===== src/rtl/hazard_if.sv =====
// Pipeline-side signal bundle for the hazard/forwarding unit.
// The pipeline drives indices/enables; the hazard unit returns stall, flush, forward and divide controls.
interface hazard_if;
  logic [4:0] rsD, rtD, rsE, rtE;
  logic [4:0] writeregE, writeregM, writeregW;
  logic       regwriteE, regwriteM, regwriteW;
  logic       memtoregE, memtoregM;
  logic       branchD, divE, flush_req;
  logic       forwardaD, forwardbD;
  logic [1:0] forwardaE, forwardbE;
  logic       stallF, stallD, stallE, stallM, stallW;
  logic       flushD, flushE, flushM, flushW;
  logic       div_start, div_done;

  modport master (
    output rsD, rtD, rsE, rtE, writeregE, writeregM, writeregW,
           regwriteE, regwriteM, regwriteW, memtoregE, memtoregM,
           branchD, divE, flush_req,
    input  forwardaD, forwardbD, forwardaE, forwardbE,
           stallF, stallD, stallE, stallM, stallW,
           flushD, flushE, flushM, flushW, div_start, div_done
  );

  modport slave (
    input  rsD, rtD, rsE, rtE, writeregE, writeregM, writeregW,
           regwriteE, regwriteM, regwriteW, memtoregE, memtoregM,
           branchD, divE, flush_req,
    output forwardaD, forwardbD, forwardaE, forwardbE,
           stallF, stallD, stallE, stallM, stallW,
           flushD, flushE, flushM, flushW, div_start, div_done
  );
endinterface


===== src/rtl/hazard_unit.sv =====
// Hazard detection, operand forwarding and multi-cycle divide sequencing for the 5-stage MIPS pipeline.
// Stall/flush/forward outputs are combinational from the inputs and the divide FSM state.
module hazard_unit #(
  parameter int unsigned DIV_CYCLES = 32
) (
  input  logic    clk,
  input  logic    rst,
  hazard_if.slave hz
);

  typedef enum logic [1:0] {
    IDLE = 2'd0,
    BUSY = 2'd1,
    DONE = 2'd2
  } state_e;

  localparam logic [5:0] CNT_LOAD = 6'(DIV_CYCLES - 1);

  state_e     state_q, state_d;
  logic [5:0] cnt_q, cnt_d;
  logic       start_s;
  logic       lwstall_s, branchstall_s, divstall_s;

  function automatic logic reg_match(input logic [4:0] src, input logic [4:0] dst,
                                     input logic we);
    return (src != 5'd0) && (src == dst) && we;
  endfunction

  function automatic logic [1:0] fwd_sel(input logic [4:0] src);
    if (reg_match(src, hz.writeregM, hz.regwriteM)) begin
      return 2'b10;
    end else if (reg_match(src, hz.writeregW, hz.regwriteW)) begin
      return 2'b01;
    end else begin
      return 2'b00;
    end
  endfunction

  always_comb begin
    hz.forwardaE = fwd_sel(hz.rsE);
    hz.forwardbE = fwd_sel(hz.rtE);
    hz.forwardaD = reg_match(hz.rsD, hz.writeregM, hz.regwriteM);
    hz.forwardbD = reg_match(hz.rtD, hz.writeregM, hz.regwriteM);
  end

  always_comb begin
    lwstall_s     = hz.memtoregE && ((hz.rtE == hz.rsD) || (hz.rtE == hz.rtD));
    branchstall_s = hz.branchD &&
                    ((hz.regwriteE && ((hz.writeregE == hz.rsD) || (hz.writeregE == hz.rtD))) ||
                     (hz.memtoregM && ((hz.writeregM == hz.rsD) || (hz.writeregM == hz.rtD))));
    divstall_s    = hz.divE && (state_q != DONE);
  end

  // Divide sequencer: a redirect always wins and returns the FSM to IDLE.
  always_comb begin
    state_d = state_q;
    cnt_d   = cnt_q;
    start_s = 1'b0;
    if (hz.flush_req) begin
      state_d = IDLE;
      cnt_d   = 6'd0;
    end else begin
      case (state_q)
        IDLE: begin
          if (hz.divE) begin
            start_s = 1'b1;
            cnt_d   = CNT_LOAD;
            state_d = BUSY;
          end else begin
            state_d = IDLE;
          end
        end
        BUSY: begin
          if (cnt_q == 6'd0) begin
            state_d = DONE;
          end else begin
            cnt_d = cnt_q - 6'd1;
          end
        end
        DONE:    state_d = IDLE;
        default: state_d = IDLE;
      endcase
    end
  end

  always_ff @(posedge clk or negedge rst) begin
    if (!rst) begin
      state_q <= IDLE;
      cnt_q   <= 6'd0;
    end else begin
      state_q <= state_d;
      cnt_q   <= cnt_d;
    end
  end

  // Gate the start pulse with reset so a divE held through reset cannot launch the divider.
  always_comb begin
    hz.div_start = start_s && rst;
    hz.div_done  = (state_q == DONE);
    hz.stallF    = 1'b0;
    hz.stallD    = 1'b0;
    hz.stallE    = 1'b0;
    hz.stallM    = 1'b0;
    hz.stallW    = 1'b0;
    hz.flushD    = 1'b0;
    hz.flushE    = 1'b0;
    hz.flushM    = 1'b0;
    hz.flushW    = 1'b0;
    if (hz.flush_req) begin
      hz.flushD = 1'b1;
      hz.flushE = 1'b1;
      hz.flushM = 1'b1;
      hz.flushW = 1'b1;
    end else if (divstall_s) begin
      hz.stallF = 1'b1;
      hz.stallD = 1'b1;
      hz.stallE = 1'b1;
      hz.flushM = 1'b1;
    end else if (lwstall_s || branchstall_s) begin
      hz.stallF = 1'b1;
      hz.stallD = 1'b1;
      hz.flushE = 1'b1;
    end else begin
      hz.stallF = 1'b0;
    end
  end

endmodule


===== src/flat_wrapper.sv =====
// flat-port wrapper written by rule: the top's interface ports become plain ports
module hazard_unit_flat 
#(
  parameter int unsigned DIV_CYCLES = 32
)
  (clk, rst, hz_rsD, hz_rtD, hz_rsE, hz_rtE, hz_writeregE, hz_writeregM, hz_writeregW, hz_regwriteE, hz_regwriteM, hz_regwriteW, hz_memtoregE, hz_memtoregM, hz_branchD, hz_divE, hz_flush_req, hz_forwardaD, hz_forwardbD, hz_forwardaE, hz_forwardbE, hz_stallF, hz_stallD, hz_stallE, hz_stallM, hz_stallW, hz_flushD, hz_flushE, hz_flushM, hz_flushW, hz_div_start, hz_div_done);
  hazard_if hz_i ();
  input  logic clk;
  input  logic rst;
  input wire logic [$bits(hz_i.rsD)-1:0] hz_rsD;
  input wire logic [$bits(hz_i.rtD)-1:0] hz_rtD;
  input wire logic [$bits(hz_i.rsE)-1:0] hz_rsE;
  input wire logic [$bits(hz_i.rtE)-1:0] hz_rtE;
  input wire logic [$bits(hz_i.writeregE)-1:0] hz_writeregE;
  input wire logic [$bits(hz_i.writeregM)-1:0] hz_writeregM;
  input wire logic [$bits(hz_i.writeregW)-1:0] hz_writeregW;
  input wire logic [$bits(hz_i.regwriteE)-1:0] hz_regwriteE;
  input wire logic [$bits(hz_i.regwriteM)-1:0] hz_regwriteM;
  input wire logic [$bits(hz_i.regwriteW)-1:0] hz_regwriteW;
  input wire logic [$bits(hz_i.memtoregE)-1:0] hz_memtoregE;
  input wire logic [$bits(hz_i.memtoregM)-1:0] hz_memtoregM;
  input wire logic [$bits(hz_i.branchD)-1:0] hz_branchD;
  input wire logic [$bits(hz_i.divE)-1:0] hz_divE;
  input wire logic [$bits(hz_i.flush_req)-1:0] hz_flush_req;
  output wire logic [$bits(hz_i.forwardaD)-1:0] hz_forwardaD;
  output wire logic [$bits(hz_i.forwardbD)-1:0] hz_forwardbD;
  output wire logic [$bits(hz_i.forwardaE)-1:0] hz_forwardaE;
  output wire logic [$bits(hz_i.forwardbE)-1:0] hz_forwardbE;
  output wire logic [$bits(hz_i.stallF)-1:0] hz_stallF;
  output wire logic [$bits(hz_i.stallD)-1:0] hz_stallD;
  output wire logic [$bits(hz_i.stallE)-1:0] hz_stallE;
  output wire logic [$bits(hz_i.stallM)-1:0] hz_stallM;
  output wire logic [$bits(hz_i.stallW)-1:0] hz_stallW;
  output wire logic [$bits(hz_i.flushD)-1:0] hz_flushD;
  output wire logic [$bits(hz_i.flushE)-1:0] hz_flushE;
  output wire logic [$bits(hz_i.flushM)-1:0] hz_flushM;
  output wire logic [$bits(hz_i.flushW)-1:0] hz_flushW;
  output wire logic [$bits(hz_i.div_start)-1:0] hz_div_start;
  output wire logic [$bits(hz_i.div_done)-1:0] hz_div_done;
  assign hz_i.rsD = hz_rsD;
  assign hz_i.rtD = hz_rtD;
  assign hz_i.rsE = hz_rsE;
  assign hz_i.rtE = hz_rtE;
  assign hz_i.writeregE = hz_writeregE;
  assign hz_i.writeregM = hz_writeregM;
  assign hz_i.writeregW = hz_writeregW;
  assign hz_i.regwriteE = hz_regwriteE;
  assign hz_i.regwriteM = hz_regwriteM;
  assign hz_i.regwriteW = hz_regwriteW;
  assign hz_i.memtoregE = hz_memtoregE;
  assign hz_i.memtoregM = hz_memtoregM;
  assign hz_i.branchD = hz_branchD;
  assign hz_i.divE = hz_divE;
  assign hz_i.flush_req = hz_flush_req;
  assign hz_forwardaD = hz_i.forwardaD;
  assign hz_forwardbD = hz_i.forwardbD;
  assign hz_forwardaE = hz_i.forwardaE;
  assign hz_forwardbE = hz_i.forwardbE;
  assign hz_stallF = hz_i.stallF;
  assign hz_stallD = hz_i.stallD;
  assign hz_stallE = hz_i.stallE;
  assign hz_stallM = hz_i.stallM;
  assign hz_stallW = hz_i.stallW;
  assign hz_flushD = hz_i.flushD;
  assign hz_flushE = hz_i.flushE;
  assign hz_flushM = hz_i.flushM;
  assign hz_flushW = hz_i.flushW;
  assign hz_div_start = hz_i.div_start;
  assign hz_div_done = hz_i.div_done;
  hazard_unit #(.DIV_CYCLES(DIV_CYCLES)) u_core (.clk(clk), .rst(rst), .hz(hz_i));
endmodule

===== config.mk =====
export PLATFORM = sky130hd
export DESIGN_NAME = hazard_unit_flat
export DESIGN_NICKNAME = d
export VERILOG_FILES = /design/src/rtl/hazard_if.sv /design/src/rtl/hazard_unit.sv /design/src/flat_wrapper.sv
export SDC_FILE = /design/constraint.sdc
export NUM_CORES = 1
export LEC_CHECK = 0
export CORE_UTILIZATION = 30
export CTS_CLUSTER_SIZE = 10
export DETAILED_ROUTE_END_ITERATION = 8
export HOLD_SLACK_MARGIN = 0.1
export PLACE_DENSITY = 0.73
export SETUP_SLACK_MARGIN = 0.05
export SYNTH_ARGS = -nofsm -noshare
export SYNTH_HDL_FRONTEND = slang
export SYNTH_SLANG_ARGS = --single-unit
export TNS_END_PERCENT = 100

===== constraint.sdc =====
create_clock -name clk -period 3.63 [get_ports clk]
set_input_delay 0.9075 -clock clk [delete_from_list [all_inputs] [get_ports clk]]
set_output_delay 0.9075 -clock clk [all_outputs]
set_load 0.01 [all_outputs]

==> flow_metrics.py, run 1 <==
metrics = {
    "worst_setup_path": {
        "cp.arrival_ps": 2610,
        "cp-end-kind": "output port",
        "required_ps": 2720,
        "critPathSlowestCell": "or4_4",
        "crit_chain": "clkdlybuf4s50_1 -> or4_4 -> nor2_4 -> nor4_2 -> nor4_2 -> dlygate4sd2_1",
        "cpMostUsedCell": "nor4_2",
        "path_class": "in -> out",
        "start_kind": "input pin",
        "r2r_cells": 7,
        "critPathMaxStageDelay_ps": 520,
        "crit_fanout": 4,
    },
    "placed_design": {
        "dp_hpwl_mm": 3.36,
        "portBuffers": 59,
        "dp_slack_ps": -273,
        "gp_congestion": 0.860,
    },
    "power": {
        "p_clk_share_pct": 24.2,
        "power_frac_seq_pct": 24.4,
        "internal_power_mw": 0.303,
        "power_density_nw_per_um2": 221,
        "p_leak_nw": 0.885,
        "peakVddDrop_mv": 0.0921,
        "p_switching_mw": 0.159,
        "power_frac_comb_pct": 51.4,
        "swShare_pct": 34.4,
    },
    "clock_network": {
        "clock_sinks": 8,
        "worst_skew_pair.late_latency_ps": 240,
        "tritoncts": "yes",
        "cts-htree-levels": 1,
        "cts_made_buffers": 3,
        "clock-root-buffer": "clkbuf_8",
        "cts.clk_slew.worst_paths_ps": 50,
        "hold_buffers": 0,
        "cts_buffer_depth": 2,
    },
    "synth": {
        "synth_edf_count": 0,
        "synth_cell_types": 40,
        "syn-cell-area_um2": 1230,
        "seq_area_frac_synth_pct": 16.3,
        "synth.avg_cell_area_um2": 7.83,
        "synthCells": 157,
        "yosysWarnings": 0,
        "ys_seq_elements": 8,
        "yosysTopAreaCell": "xnor2_1",
        "synthArstFlopShare_pct": 100,
        "synthFlopType": "dfrtp_1",
        "synth_top_area_share_pct": 24.2,
        "synthTopCellsByArea": "xnor2_1, dfrtp_1, xor2_1, nor2_1, nand2_1",
        "synthTopCellsByCount": "xnor2_1, xor2_1, nor2_1",
        "synth_most_common_cell": "xnor2_1",
    },
    "die": {
        "dieArea_um2": 4360,
        "fp.dieH_um": 66.0,
        "initial_core_util_pct": 32.3,
        "num_io_pins": 62,
        "design.core.area_um2": 3800,
        "row_count": 22,
        "die_x_um": 66.0,
    },
    "global_route": {
        "grt_max_degree": 11,
        "grt_usage_pct": 19.1,
        "antenna_found_initial": 0,
        "grt_overflow": 0,
        "grt_pass1_vias": 1396,
        "grt_pass1_wl_mm": 6.39,
    },
    "detailed_routing": {
        "wl_met1_mm": 1.80,
        "route.met2.wl_mm": 1.91,
        "vias": 1371,
        "via_per_inst": 4.78,
        "antenna_left": 0,
        "top_layer_used": "met4",
        "drc": 0,
        "finalWirelength_mm": 3.89,
        "first_pass_iters": 4,
        "wl_per_cell_um": 13.6,
        "wl_met3_um": 140,
        "drt_first_iter_violations": 85,
    },
    "sta": {
        "rsz0062_at_grt": "true",
        "period_minus_slack_ps": 3510,
        "setup_tns_ps": 0,
        "hold_viol_final": 0,
        "fin_worst_skew_ps": 10.2,
        "fin_crit_sh_pct": 96.8,
        "setup_viol": 0,
        "worst_slack_ps": 116,
        "max_freq_mhz": 285,
        "maxSlewViolCount": 0,
    },
    "run": {
        "maxCapViolCount": 0,
    },
    "cells_and_area": {
        "area_delta_synth_final_pct": 69.9,
        "nNetsFinal": 288,
        "diodes": 0,
        "drive_above_1_share_pct": 21.8,
    },
    "worst_hold_path": {
        "holdPathStages": 1,
        "hold_path_class": "reg -> reg",
    },
    "run_status": {
        "status": "completed",
    },
}
==> layer usage <==
layer  vias to the layer above  GRT usage, %
met2                        35          33.5
li1                        703             -
met1                       628          24.2
met4                         0          3.72
met3                         5          3.45
met5                         -             0
==> worst paths after layout <==
kind | start | to | slack, ps
max in group asynchronous | rst | u_core.state_q[0]$_DFFE_PN0P_ | 2510
max | hz_rtE[2] | hz_forwardbE[0] | 120
min in group asynchronous | rst | u_core.cnt_q[5]$_DFFE_PN0P_ | 980
min reg2reg | u_core.state_q[1]$_DFFE_PN0P_ | u_core.state_q[1]$_DFFE_PN0P_ | 530
min | u_core.state_q[1]$_DFFE_PN0P_ | u_core.state_q[1]$_DFFE_PN0P_ | 530
max reg2reg | u_core.cnt_q[0]$_DFFE_PN0P_ | u_core.cnt_q[5]$_DFFE_PN0P_ | 1960
==> what timing repair did <==
item                       4_1_cts  5_1_grt
setup endpoints to repair        9        5
hold endpoints to repair         0        0
buffers inserted                 1        0
pin swaps                        3        4
resized for setup               17       16
==> power by group through the flow <==
stage / Combinational [mW] / Clock [mW] / Sequential (mW)
2_1_floorplan: 0.123 / 0 / 0.109
6_report: 0.237 / 0.112 / 0.113
3_5_place_dp: 0.238 / 0 / 0.114
3_3_place_gp: 0.231 / 0 / 0.113
5_1_grt: 0.260 / 0.120 / 0.114
4_1_cts: 0.238 / 0.113 / 0.112
==> state kept, by name, summed over array words and instances, names as in the netlist <==
name,count
u_core.cnt_q,6
u_core.state_q,2
==> through the flow <==
| stage | instance area, um2 | cells | hold slack [ps] | util [%] | power (mW) |
|---|---|---|---|---|---|
| floorplan | 1230 | 158 | 486 | - | 0.231 |
| global placement | 2030 | 283 | 507 | 53.6 | 0.344 |
| detailed placement | 2030 | 283 | 520 | 53.6 | 0.351 |
| CTS | 2080 | 287 | 524 | 54.7 | 0.462 |
| global route | 2090 | 287 | 553 | 54.9 | 0.495 |
| finish | 2090 | 287 | 526 | 54.9 | 0.462 |
==> cell type report <==
| cell class | instances | area (um2) |
|---|---|---|
| inverter | 4 | 15.0 |
| timing repair buffer | 90 | 807 |
| tap | 48 | 60.1 |
| fill | 352 | 1710 |
| clock buffer | 3 | 41.3 |
| sequential | 8 | 200 |
| multi-input combinational | 134 | 963 |
==> kinds of logic after synthesis <==
kind of cell    synth area share, %
compound gates                 9.98
xor+xnor                       36.4
fa+ha+maj                      2.04
buf+inv                        7.23
flops                          16.3
mux                           0.815
other cells                   0.305
simple gates                   27.0
==> critical path: cells and delay by family <==
kind          cells  cell delay, ps
buf+inv           2             780
simple gates      4             910
==> placed cells by master, fill, tap and decap left out, drive strengths merged, types with 2 or more instances in the layout <==
master         synthesis  routed
clkbuf                 4       5
a211oi                 2       2
nor2                  14      14
ha                     2       2
buf                    8      33
dlymetal6s2s           0       5
nor4                   4       4
clkdlybuf4s50          0      41
inv                    4       4
nand4                  6       6
nand2                 11      11
xnor2                 34      34
dfrtp                  8       8
conb                   1       2
or4                    4       4
nand3                  5       5
or2                    2       2
o21ai                  6       6
nor3                   8       8
a21oi                  5       5
a31oi                  2       2
dlygate4sd2            0       9
xor2                  17      17
No activity file was read; power rests on OpenSTA's default activity.
==> run 2: changes to the inputs <==
--- a/config.mk
+++ b/config.mk
@@ -5,11 +5,11 @@
 export SDC_FILE = /design/constraint.sdc
 export NUM_CORES = 1
 export LEC_CHECK = 0
-export CORE_UTILIZATION = 30
+export CORE_UTILIZATION = 37
 export CTS_CLUSTER_SIZE = 10
 export DETAILED_ROUTE_END_ITERATION = 8
 export HOLD_SLACK_MARGIN = 0.1
-export PLACE_DENSITY = 0.73
+export PLACE_DENSITY = 0.88
 export SETUP_SLACK_MARGIN = 0.05
 export SYNTH_ARGS = -nofsm -noshare
 export SYNTH_HDL_FRONTEND = slang
==> constraint.sdc (replaced) <==
create_clock -name clk -period 3.2 [get_ports clk]
set_input_delay 0.8 -clock clk [delete_from_list [all_inputs] [get_ports clk]]
set_output_delay 0.8 -clock clk [all_outputs]
set_load 0.01 [all_outputs]
==> flow_metrics.py, run 2 (synthesis gave the netlist of run 1 again) <==
metrics = {
    "sta": {
        "hold_viol_final": 0,
        "max_freq_mhz": 320,
        "period_minus_slack_ps": 3120,
        "setup_viol": 0,
        "maxSlewViolCount": 0,
        "rsz0062_at_grt": "false",
        "fin_crit_sh_pct": 97.6,
        "setup_tns_ps": 0,
        "fin_worst_skew_ps": 2.09,
    },
    "die": {
        "dieArea_um2": 3560,
        "die_x_um": 59.6,
        "num_io_pins": 62,
        "row_count": 20,
        "fp.dieH_um": 59.6,
        "design.core.area_um2": 3100,
        "initial_core_util_pct": 39.6,
    },
    "placed_design": {
        "portBuffers": 59,
        "gp_congestion": 0.875,
        "dp_hpwl_mm": 3.30,
        "dpl.cell_count": 280,
        "placed_area_um2": 2040,
    },
    "clock_network": {
        "cts_buffer_depth": 2,
        "cts_made_buffers": 3,
        "cts-htree-levels": 1,
        "tritoncts": "yes",
        "cts.clk_slew.worst_paths_ps": 50,
        "clock_sinks": 8,
        "worst_skew_pair.late_latency_ps": 250,
        "clock-root-buffer": "clkbuf_4",
    },
    "worst_setup_path": {
        "worst-path-buf-inv": 2,
        "cp_num_cells": 6,
        "r2r_cells": 7,
        "crit_chain": "clkdlybuf4s50_1 -> or4_4 -> nor2_4 -> nor4_2 -> nor4_1 -> buf_2",
        "required_ps": 2400,
        "critPathMaxStageDelay_ps": 450,
        "crit_fanout": 2,
        "critPathSlowestCell": "or4_4",
        "start_kind": "input pin",
        "cp.arrival_ps": 2320,
        "critPathTopFamily": "simple AND/OR/NAND/NOR gates",
        "path_class": "in -> out",
        "cp-end-kind": "output port",
    },
    "global_route": {
        "grt_usage_pct": 22.1,
        "grt_pass1_vias": 1352,
        "grt_max_degree": 11,
        "antenna_found_initial": 0,
        "grt_pass1_wl_mm": 5.91,
        "grt_overflow": 0,
    },
    "cells_and_area": {
        "final_cells": 284,
        "utilization_pct": 66.8,
        "largest-register": "u_core.cnt_q",
        "n_fill_cell": 261,
        "nNetsFinal": 289,
        "area_delta_synth_final_pct": 68.7,
        "largest_reg_flops": 6,
        "drive_above_1_share_pct": 25.4,
        "final_cell_mix": "xnor2_1, buf_4, clkdlybuf4s50_1, dlygate4sd2_1, xor2_1",
        "reg_top3": "u_core.cnt_q x6, u_core.state_q x2",
        "final_area_um2": 2070,
        "diodes": 0,
    },
    "run_status": {
        "status": "completed",
    },
    "power": {
        "p_leak_nw": 0.917,
        "power_density_nw_per_um2": 228,
        "peakVddDrop_mv": 0.0999,
    },
    "detailed_routing": {
        "via_per_inst": 4.97,
        "drc": 0,
        "wl_per_cell_um": 14.1,
        "vias": 1412,
        "finalWirelength_mm": 4.00,
        "antenna_left": 0,
        "first_pass_iters": 4,
        "drt_first_iter_violations": 75,
    },
    "run": {
        "maxCapViolCount": 0,
    },
    "worst_hold_path": {
        "hold_path_class": "reg -> reg",
        "holdPathStages": 1,
    },
}
run 2: cell types whose count changed in the layout (fill, tap and decap cells not counted), sizes merged:
cell / change
buf: +5
clkbuf: -1
clkdlybuf4s50: -18
dlygate4sd2: +14
dlymetal6s2s: +1
run 2: power by group:
group | leakage [nW] | internal, mW | switching [mW]
registers | 0.103 | 0.113 | 0.0137
clock network | 0.0138 | 0.0430 | 0.0348
logic | 0.800 | 0.143 | 0.125
total | 0.917 | 0.299 | 0.174
run 2: path summary, 6_finish.rpt:
path,slack (ps),start,to
worst max-delay path,80,hz_rsE[1],hz_forwardaE[0]
worst min-delay path,520,u_core.state_q[1]$_DFFE_PN0P_,u_core.state_q[1]$_DFFE_PN0P_
worst max register to register,1530,u_core.cnt_q[0]$_DFFE_PN0P_,u_core.cnt_q[5]$_DFFE_PN0P_
worst min register to register,520,u_core.state_q[1]$_DFFE_PN0P_,u_core.state_q[1]$_DFFE_PN0P_
max in group asynchronous,2220,rst,u_core.cnt_q[1]$_DFFE_PN0P_
min in group asynchronous,860,rst,u_core.cnt_q[5]$_DFFE_PN0P_
run 2: layout make-up:
class | count | area [um2] | area share, %
flip-flops and latches | 8 | 200 | 9.66
multi-input cells | 134 | 998 | 48.2
inverters | 4 | 15.0 | 0.724
clock buffers | 3 | 22.5 | 1.09
well taps | 44 | 55.1 | 2.66
repair buffers | 91 | 782 | 37.7
run 2: repair_timing:
item / in CTS / in global routing
resized for setup: 56 / 13
hold buffers: 0 / 0
cloned: 0 / 0
endpoints found under the setup margin: 9 / 6
pin swaps: 12 / 6
buffers inserted: 0 / 1
run 2: layer usage:
metal / global-route usage (%) / vias up / share of wire [%] / routed length [um]
met5: 0 / - / 0 / 0
li1: - / 702 / - / -
met1: 26.6 / 651 / 43 / 1700
met2: 40.0 / 51 / 52 / 2060
met3: 3.71 / 8 / 4.1 / 164
met4: 6.31 / 0 / 1.8 / 72
run 2: through the flow:
step | setup slack [ps] | hold slack, ps | total power, mW
2_1_floorplan | 407 | 486 | 0.263
3_3_place_gp | -436 | 504 | 0.388
3_5_place_dp | -563 | 513 | 0.397
4_1_cts | -17.4 | 519 | 0.466
5_1_grt | 46.2 | 551 | 0.505
6_report | 75.3 | 521 | 0.472
